<file path="config.mk">
export PLATFORM = sky130hd
export DESIGN_NAME = pbm_rollback_fifo
export DESIGN_NICKNAME = d
export VERILOG_FILES = /design/src/rtl/pbm_rollback_fifo.sv
export SDC_FILE = /design/constraint.sdc
export NUM_CORES = 2
export LEC_CHECK = 0
export BUFFER_PORTS_ARGS = -buffer_cell sky130_fd_sc_hd__buf_2
export CAP_MARGIN = 20
export CORE_ASPECT_RATIO = 1.4
export CORE_MARGIN = 10
export CORE_UTILIZATION = 40
export CTS_BUF_LIST = sky130_fd_sc_hd__clkbuf_4
export CTS_CLUSTER_DIAMETER = 150
export CTS_CLUSTER_SIZE = 10
export DETAILED_ROUTE_END_ITERATION = 12
export SYNTH_ARGS = -nofsm -noshare
export SYNTH_HDL_FRONTEND = slang
export SYNTH_SLANG_ARGS = --single-unit
export TNS_END_PERCENT = 100
</file>
<file path="constraint.sdc">
create_clock -name clk -period 7.97 [get_ports clk]
set_input_delay 0.3985 -clock clk [delete_from_list [all_inputs] [get_ports clk]]
set_output_delay 0.3985 -clock clk [all_outputs]
set_load 0.03 [all_outputs]
</file>
<file path="src/rtl/pbm_rollback_fifo.sv">
// Store-and-forward packet buffer: beats are held tentatively until s_tlast, then committed or rolled back.
// Define PBM_STATS_EN to build the drop_count/commit_count statistics counters; otherwise both read 0.
module pbm_rollback_fifo #(
  parameter int DATA_WIDTH    = 32,
  parameter int DEPTH         = 64,
  parameter int PKT_CNT_WIDTH = 8,
  parameter int STAT_WIDTH    = 16
) (
  input  logic                      clk,
  input  logic                      rst_n,
  input  logic [DATA_WIDTH-1:0]     s_tdata,
  input  logic                      s_tvalid,
  output logic                      s_tready,
  input  logic                      s_tlast,
  input  logic                      s_terror,
  output logic [DATA_WIDTH-1:0]     m_tdata,
  output logic                      m_tvalid,
  input  logic                      m_tready,
  output logic                      m_tlast,
  output logic [PKT_CNT_WIDTH-1:0]  pkt_count,
  output logic [$clog2(DEPTH):0]    free_words,
  output logic [STAT_WIDTH-1:0]     drop_count,
  output logic [STAT_WIDTH-1:0]     commit_count
);

  localparam int AW = $clog2(DEPTH);
  localparam logic [AW:0] DEPTH_P = DEPTH[AW:0];
  localparam logic [AW:0] PTR_ONE = {{AW{1'b0}}, 1'b1};
  localparam logic [PKT_CNT_WIDTH-1:0] PKT_ONE = {{(PKT_CNT_WIDTH-1){1'b0}}, 1'b1};

  typedef enum logic [1:0] {
    ST_IDLE,
    ST_ACCEPT,
    ST_DISCARD
  } state_t;

  state_t                   state_reg;
  logic [AW:0]              wr_ptr_reg;
  logic [AW:0]              cm_ptr_reg;
  logic [AW:0]              rd_ptr_reg;
  logic [AW:0]              fetch_ptr_reg;
  logic                     err_seen_reg;

  logic [DATA_WIDTH:0]      mem [DEPTH];
  logic [DATA_WIDTH:0]      s1_data_reg;
  logic                     s1_valid_reg;
  logic [DATA_WIDTH:0]      out_data_reg;
  logic                     out_valid_reg;
  logic [PKT_CNT_WIDTH-1:0] pkt_count_reg;
  logic [AW:0]              free_words_reg;

  logic accept;
  logic full;
  logic do_write;
  logic do_commit;
  logic do_drop;
  logic pop;
  logic pop_last;
  logic move_s1;
  logic rd_en;

  // Never back-pressure: overflow is handled by dropping the packet.
  assign s_tready = rst_n;
  assign accept   = s_tvalid & s_tready;
  assign full     = (wr_ptr_reg - rd_ptr_reg) == DEPTH_P;

  always_comb begin
    do_write  = 1'b0;
    do_commit = 1'b0;
    do_drop   = 1'b0;
    if (accept && state_reg != ST_DISCARD) begin
      if (!s_tlast) begin
        if (full) begin
          do_drop = 1'b1;
        end else begin
          do_write = 1'b1;
        end
      end else if (err_seen_reg || s_terror || full) begin
        do_drop = 1'b1;
      end else begin
        do_write  = 1'b1;
        do_commit = 1'b1;
      end
    end
  end

  always_ff @(posedge clk or negedge rst_n) begin
    if (!rst_n) begin
      state_reg    <= ST_IDLE;
      wr_ptr_reg   <= '0;
      cm_ptr_reg   <= '0;
      err_seen_reg <= 1'b0;
    end else if (accept) begin
      case (state_reg)
        ST_DISCARD: begin
          if (s_tlast) begin
            state_reg <= ST_IDLE;
          end
        end
        default: begin
          if (do_drop) begin
            wr_ptr_reg   <= cm_ptr_reg;
            err_seen_reg <= 1'b0;
            state_reg    <= s_tlast ? ST_IDLE : ST_DISCARD;
          end else if (do_commit) begin
            wr_ptr_reg   <= wr_ptr_reg + PTR_ONE;
            cm_ptr_reg   <= wr_ptr_reg + PTR_ONE;
            err_seen_reg <= 1'b0;
            state_reg    <= ST_IDLE;
          end else begin
            wr_ptr_reg   <= wr_ptr_reg + PTR_ONE;
            err_seen_reg <= err_seen_reg | s_terror;
            state_reg    <= ST_ACCEPT;
          end
        end
      endcase
    end
  end

  always_ff @(posedge clk) begin
    if (do_write) begin
      mem[wr_ptr_reg[AW-1:0]] <= {s_tlast, s_tdata};
    end
  end

  // Two-stage egress: RAM read register (s1) feeding the output register.
  // rd_ptr only moves on a handshake, so words still in flight stay protected from overwrite.
  assign pop      = out_valid_reg & m_tready;
  assign pop_last = pop & out_data_reg[DATA_WIDTH];
  assign move_s1  = s1_valid_reg & (~out_valid_reg | m_tready);
  assign rd_en    = (fetch_ptr_reg != cm_ptr_reg) & (~s1_valid_reg | move_s1);

  always_ff @(posedge clk) begin
    if (rd_en) begin
      s1_data_reg <= mem[fetch_ptr_reg[AW-1:0]];
    end
  end

  always_ff @(posedge clk or negedge rst_n) begin
    if (!rst_n) begin
      fetch_ptr_reg  <= '0;
      rd_ptr_reg     <= '0;
      s1_valid_reg   <= 1'b0;
      out_valid_reg  <= 1'b0;
      out_data_reg   <= '0;
      pkt_count_reg  <= '0;
      free_words_reg <= DEPTH_P;
    end else begin
      if (rd_en) begin
        fetch_ptr_reg <= fetch_ptr_reg + PTR_ONE;
      end
      s1_valid_reg <= rd_en | (s1_valid_reg & ~move_s1);
      if (move_s1) begin
        out_valid_reg <= 1'b1;
        out_data_reg  <= s1_data_reg;
      end else if (pop) begin
        out_valid_reg <= 1'b0;
      end
      if (pop) begin
        rd_ptr_reg <= rd_ptr_reg + PTR_ONE;
      end
      case ({do_commit, pop_last})
        2'b10:   pkt_count_reg <= pkt_count_reg + PKT_ONE;
        2'b01:   pkt_count_reg <= pkt_count_reg - PKT_ONE;
        default: pkt_count_reg <= pkt_count_reg;
      endcase
      free_words_reg <= DEPTH_P - (cm_ptr_reg - rd_ptr_reg);
    end
  end

  assign m_tvalid   = out_valid_reg;
  assign m_tdata    = out_data_reg[DATA_WIDTH-1:0];
  assign m_tlast    = out_data_reg[DATA_WIDTH];
  assign pkt_count  = pkt_count_reg;
  assign free_words = free_words_reg;

`ifdef PBM_STATS_EN
  localparam logic [STAT_WIDTH-1:0] STAT_ONE = {{(STAT_WIDTH-1){1'b0}}, 1'b1};

  logic [STAT_WIDTH-1:0] drop_cnt_reg;
  logic [STAT_WIDTH-1:0] commit_cnt_reg;

  // Saturating: a stuck-at-max counter is more useful than one that silently wraps.
  always_ff @(posedge clk or negedge rst_n) begin
    if (!rst_n) begin
      drop_cnt_reg   <= '0;
      commit_cnt_reg <= '0;
    end else begin
      if (do_drop && drop_cnt_reg != '1) begin
        drop_cnt_reg <= drop_cnt_reg + STAT_ONE;
      end
      if (do_commit && commit_cnt_reg != '1) begin
        commit_cnt_reg <= commit_cnt_reg + STAT_ONE;
      end
    end
  end

  assign drop_count   = drop_cnt_reg;
  assign commit_count = commit_cnt_reg;
`else
  assign drop_count   = '0;
  assign commit_count = '0;
`endif

endmodule

</file>
## Word level (Yosys, flattened, before mapping)

Memory sizes are Yosys's and may differ from the RTL's. A register that Yosys moved wholly into a read port is not among the register bits.
Index checks and enable logic that the tools add are counted.

- Flip-flop bits (word level): 81
- Bits in writable memories: 2112
- Input port bits: 38
- Memories: 1

- $add $sub $neg: 8
- Equality and inequality tests: 7
- Mux-type cells: 23
- Bitwise logic cells: 15
- Reductions and logical operators: 8

Memories:

| memory | depth | width | rd ports | clocked after Yosys merged registers in | write ports | RTL line | source |
|---|---|---|---|---|---|---|---|
| mem | 64 | 33 | 1 | 1 | 1 | 44 | `logic [DATA_WIDTH:0] mem [DEPTH];` |

Operators by type and width:

| cell | number |
|---|---|
| 7-bit by 1-bit adder with 7-bit output (second input constant) | 3 |
| 1-bit two-way mux | 17 |
| 8-bit one-hot mux with 2 select lines | 1 |
| 7-bit subtractor | 2 |
| 8-bit by 1-bit adder with 8-bit output (second input constant) | 1 |
| 2-bit two-way mux | 4 |
| 8-bit by 1-bit subtractor with 8-bit output (second input constant) | 1 |
| 7-bit == test (second input constant) | 1 |
| 7-bit two-way mux | 1 |
| 7-bit != test | 1 |
| 7-bit subtractor (first input constant) | 1 |
| 1-bit AND | 6 |
| 1-bit inverter | 5 |
| 2-bit == test (second input constant) | 2 |
| 2-bit != test (second input constant) | 2 |
| 1-bit OR | 4 |
| 2-bit AND reduction | 2 |
| 4-bit AND reduction | 1 |
| 2-bit nonzero test | 2 |
| 2-bit by 1-bit == test with 1-bit output (second input constant) | 1 |
| 1-bit logical OR | 2 |
| 1-bit logical AND | 1 |

## Depth between registers and ports, before layout

- Word-level depth: 9
- Gate-level depth with buffers: 18
- Gate-level depth less buffers: 16

## Worst setup path after synthesis

OpenSTA, ideal clock, no wires.

- Path type: reg-to-reg
- From: register rd_ptr_reg[3]
- To: memory mem[24][0] (netlist name), enable pin
- Library setup time: 0.506 ns
- Arrival: 5.108 ns
- Data required time: 7.464 ns
- Slack: 2.357 ns
- Cell stages (with the launch flop): 9
- Buffers on the path: 1
- Clock period less this slack: 5.613 ns
- Path through: dfrtp_1 inv_1 ha_1 a2111oi_0 nand3_1 a31oi_1 nand2_1 buf_2 nor4_1

- Word-level cells in the longest chain between the ends: 8
- Elaborated cells between the ends (all ways): 9

Ends and longest elaborated chain:

| what | RTL line | source |
|---|---|---|
| from (decl) | 40 | `logic [AW:0] rd_ptr_reg;` |
| from (signal assigned) | 160 | `rd_ptr_reg <= rd_ptr_reg + PTR_ONE;` |
| 7-bit subtractor (*) | 65 | `assign full = (wr_ptr_reg - rd_ptr_reg) == DEPTH_P;` |
| 7-bit == test (*) | 65 |  |
| 1-bit logical OR | 78 | `end else if (err_seen_reg \|\| s_terror \|\| full) begin` |
| 1-bit two-way mux | 78 |  |
| 1-bit two-way mux (*) | 72 | `if (!s_tlast) begin` |
| 1-bit two-way mux (*) | 71 | `if (accept && state_reg != ST_DISCARD) begin` |
| 1-bit two-way mux (*) | 121 | `if (do_write) begin` |
| 1-bit two-way mux (not written as such) (*) | 122 | `mem[wr_ptr_reg[AW-1:0]] <= {s_tlast, s_tdata};` |
| to (decl) | 44 |  |

Every way passes the cells marked *; elsewhere a longest branch is shown, timed or not.

## Worst setup path after layout

- From: register wr_ptr_reg[3]
- To: memory mem[21][29] (netlist name), enable pin

- Word-level cells in the longest chain between the ends: 8
- Elaborated cells between the ends (all ways): 9

Ends and longest elaborated chain:

| what | RTL line | source |
|---|---|---|
| from (decl) | 38 | `logic [AW:0] wr_ptr_reg;` |
| from (signal assigned) | 102 | `wr_ptr_reg <= cm_ptr_reg;` |
| from (signal assigned) | 106 | `wr_ptr_reg <= wr_ptr_reg + PTR_ONE;` |
| from (signal assigned) | 111 | `wr_ptr_reg <= wr_ptr_reg + PTR_ONE;` |
| 7-bit subtractor | 65 |  |
| 7-bit == test | 65 |  |
| 1-bit logical OR | 78 |  |
| 1-bit two-way mux | 78 |  |
| 1-bit two-way mux | 72 |  |
| 1-bit two-way mux | 71 |  |
| 1-bit two-way mux | 121 |  |
| 1-bit two-way mux (not written as such) | 122 |  |

Several ways; a longest one is shown, not always the timed one.

==> flow_summary.ini <==
[finish]
nFillCells = 18302
final_cell_mix = edfxtp_1, mux4_2, clkbuf_4
final_area_mm2 = 0.09320
fin_nets = 4159
drive_gt1_share_pct = 30.45
area_growth_syn_to_layout_pct = 8.554
largest_reg_flops = 2112
layoutNonFillerInstCount = 7018
final_common_cell = edfxtp_1

[global_routing]
top_usage_layer = met2
grtUsageMet3_pct = 2.871
grt_pass1_wl_um = 315700
grt_pass1_vias = 41844
grtUsageMet2_pct = 32.86
grt_use_met1_pct = 23.16
grt_start_max_net_pins = 109
gr-total-overflow = 0
groute.usage.overall_pct = 18.63
antenna_found_initial = 11

[synth]
synth_compound_area_share_pct = 2.252
ys_seq_area_share_pct = 77.38
synth_top_family_by_area = multiplexers
synthAdderAreaFrac_pct = 0.3585
ys_async_sr_fraction_pct = 3.639
synth-edff-count = 2145
synthFlopType = edfxtp_1
yosys.area_share.simple_pct = 1.449
synthMuxAreaShare_pct = 16.46
yosys_register_bits = 2226
postSynthAreaPerCell_um2 = 22.76
synth_area_mm2 = 0.08586
yosys_warnings = 0
syn_inst = 3773
synth_xor_area_share_pct = 0.4182
synth_cell_types = 64

[cts]
cts_buffer_depth = 4
numCtsBuffers = 248
tritoncts = built
clk_pin_slew_worst_paths_ns = 0.13
clock_latency_ns = 1.28
clkSinkCount = 2226
htreeDepth = 4
clockRootBuffer = clkbuf_4
post-cts-setup-buffer-count = 0

[route]
dr.pass1.iters = 7
drt-initial-drc-count = 4157
viasPerCell = 5.729
num_vias = 40204
wl_per_cell_um = 31.45
drcViolationCount = 0
wl_um = 220700
postRouteAntennaNets = 0

[power_and_ir_drop]
ir_worst_vdd_mv = 0.2701
power_per_cell_area_mw_per_mm2 = 311.9
p_leak_nw = 28.78
power_mw = 29.07

[place]
port_buffers = 87
dp.final_hpwl_um = 125500
dp_cells = 6643
gp_congestion = 0.8133
dpl_cell_area_mm2 = 0.09026

[sta]
worstMarginPinSlew_ns = 1.218
whs_ns = 0.1996
relSlewSlack_pct = 18.82
timing_max_transition_violations_final = 0
fin_crit_sh_pct = 63.90
fin_crit_ns = 5.092
tns_ns = 0
fin_worst_skew_ns = 0.09513
max_freq_mhz = 196.4
setup_viol = 0
hold_viol_final = 0
rsz0062_at_grt = no

[status]
outcome = completed

[setup_path]
critPathKind = reg -> reg
crit_arrival_ns = 5.95
cp-start-kind = flip-flop
ff2ff_path_depth = 7
worstPathRequired_ns = 8.82
worstPathMaxFanout = 20
end_kind = flip-flop

[min_path]
hold_depth = 5
hp-class = in -> reg

[flow_run]
max_cap_viol_count = 0

[floorplan]
die_area_mm2 = 0.2338
die_h_um = 568.2
core_area_mm2 = 0.2138
rows = 201
num_io_pins = 120
die_w_um = 411.6
start_util_pct = 40.16
==> cells in the mapped netlist (23+ instances only) <==
library cell / number / area (µm²)
nand2_1: 60 / 225.2
mux2i_1: 63 / 630.6
a22oi_1: 101 / 758.2
inv_1: 25 / 93.84
a21oi_1: 29 / 145.1
ha_1: 23 / 287.8
xnor2_1: 25 / 219.0
buf_2: 81 / 405.4
nor2_1: 62 / 232.7
nand3_1: 32 / 160.2
mux2_2: 36 / 405.4
mux4_2: 580 / 13060
dfrtp_1: 80 / 2002
edfxtp_1: 2145 / 64410
o21ai_0: 37 / 185.2
clkbuf_1: 69 / 259.0
buf_4: 56 / 420.4
nor3_1: 47 / 235.2
==> timing repair <==
action,4_1_cts,5_1_grt
hold endpoints to repair,2226,0
setup endpoints to repair,0,0
hold buffers,45,0
resized for setup,0,0
==> kinds of logic (layout without fill, tap and decap cells) <==
kind of cell / Yosys count / count (layout)
other: 1 / 40
adder cells (fa/ha/maj): 24 / 24
multiplexers: 682 / 682
flip-flops: 2226 / 2226
buffers and inverters: 266 / 630
AND/OR/NAND/NOR: 261 / 261
AO/OA/AOI/OAI: 272 / 272
XOR/XNOR: 41 / 41
==> final timing paths <==
kind                                          to     startpoint  slack [ns]
worst max-delay path                 mem[21][29]  wr_ptr_reg[3]        2.88
worst min-delay path                state_reg[0]       s_tvalid        0.20
worst max register to register       mem[21][29]  wr_ptr_reg[3]        2.88
worst min register to register      pkt_count[7]   pkt_count[7]        0.47
max in group asynchronous       fetch_ptr_reg[3]          rst_n        7.16
min in group asynchronous          free_words[6]          rst_n        0.23
==> power breakdown <==
group / internal, mW / switching, mW / leakage [nW] / total (mW)
combinational: 4.10 / 5.80 / 7.07 / 9.91
sequential: 13.3 / 0.480 / 20.2 / 13.8
clock: 1.82 / 3.57 / 1.48 / 5.38
total: 19.2 / 9.85 / 28.8 / 29.1
==> worst max-delay path, stage by stage (launching register included) <==
cell	delay, ns
dfrtp_1	0.52
ha_1	0.44
a2111oi_0	0.61
nand3_1	0.23
a31oi_2	0.84
nand3_1	0.79
nor2_4	0.72
buf_4	0.46
==> per-layer routing <==
layer | up-vias | wire (µm)
met3 | 366 | 13550
met4 | 4 | 8613
met2 | 1386 | 115100
li1 | 16542 | -
met1 | 21906 | 83480
met5 | - | 21
==> cell type report <==
class                   count  area (µm²)  area share (%)
diodes                      8       20.02         0.02148
clock buffers             315        2365           2.537
clock inverters             6       57.56         0.06175
inverters                  27       101.3          0.1087
multi-input cells        1312       18530           19.88
flip-flops and latches   2226       66460           71.30
well taps                2842        3556           3.815
repair buffers            282        2115           2.269
==> stage by stage <==
stage	setup slack [ns]	util [%]
2_1_floorplan	2.357	-
3_3_place_gp	2.999	42.23
5_1_grt	2.609	43.60
4_1_cts	2.960	43.58
6_report	2.878	43.60
3_5_place_dp	3.009	42.23
Note: power is estimated with default switching activity, not from simulation.
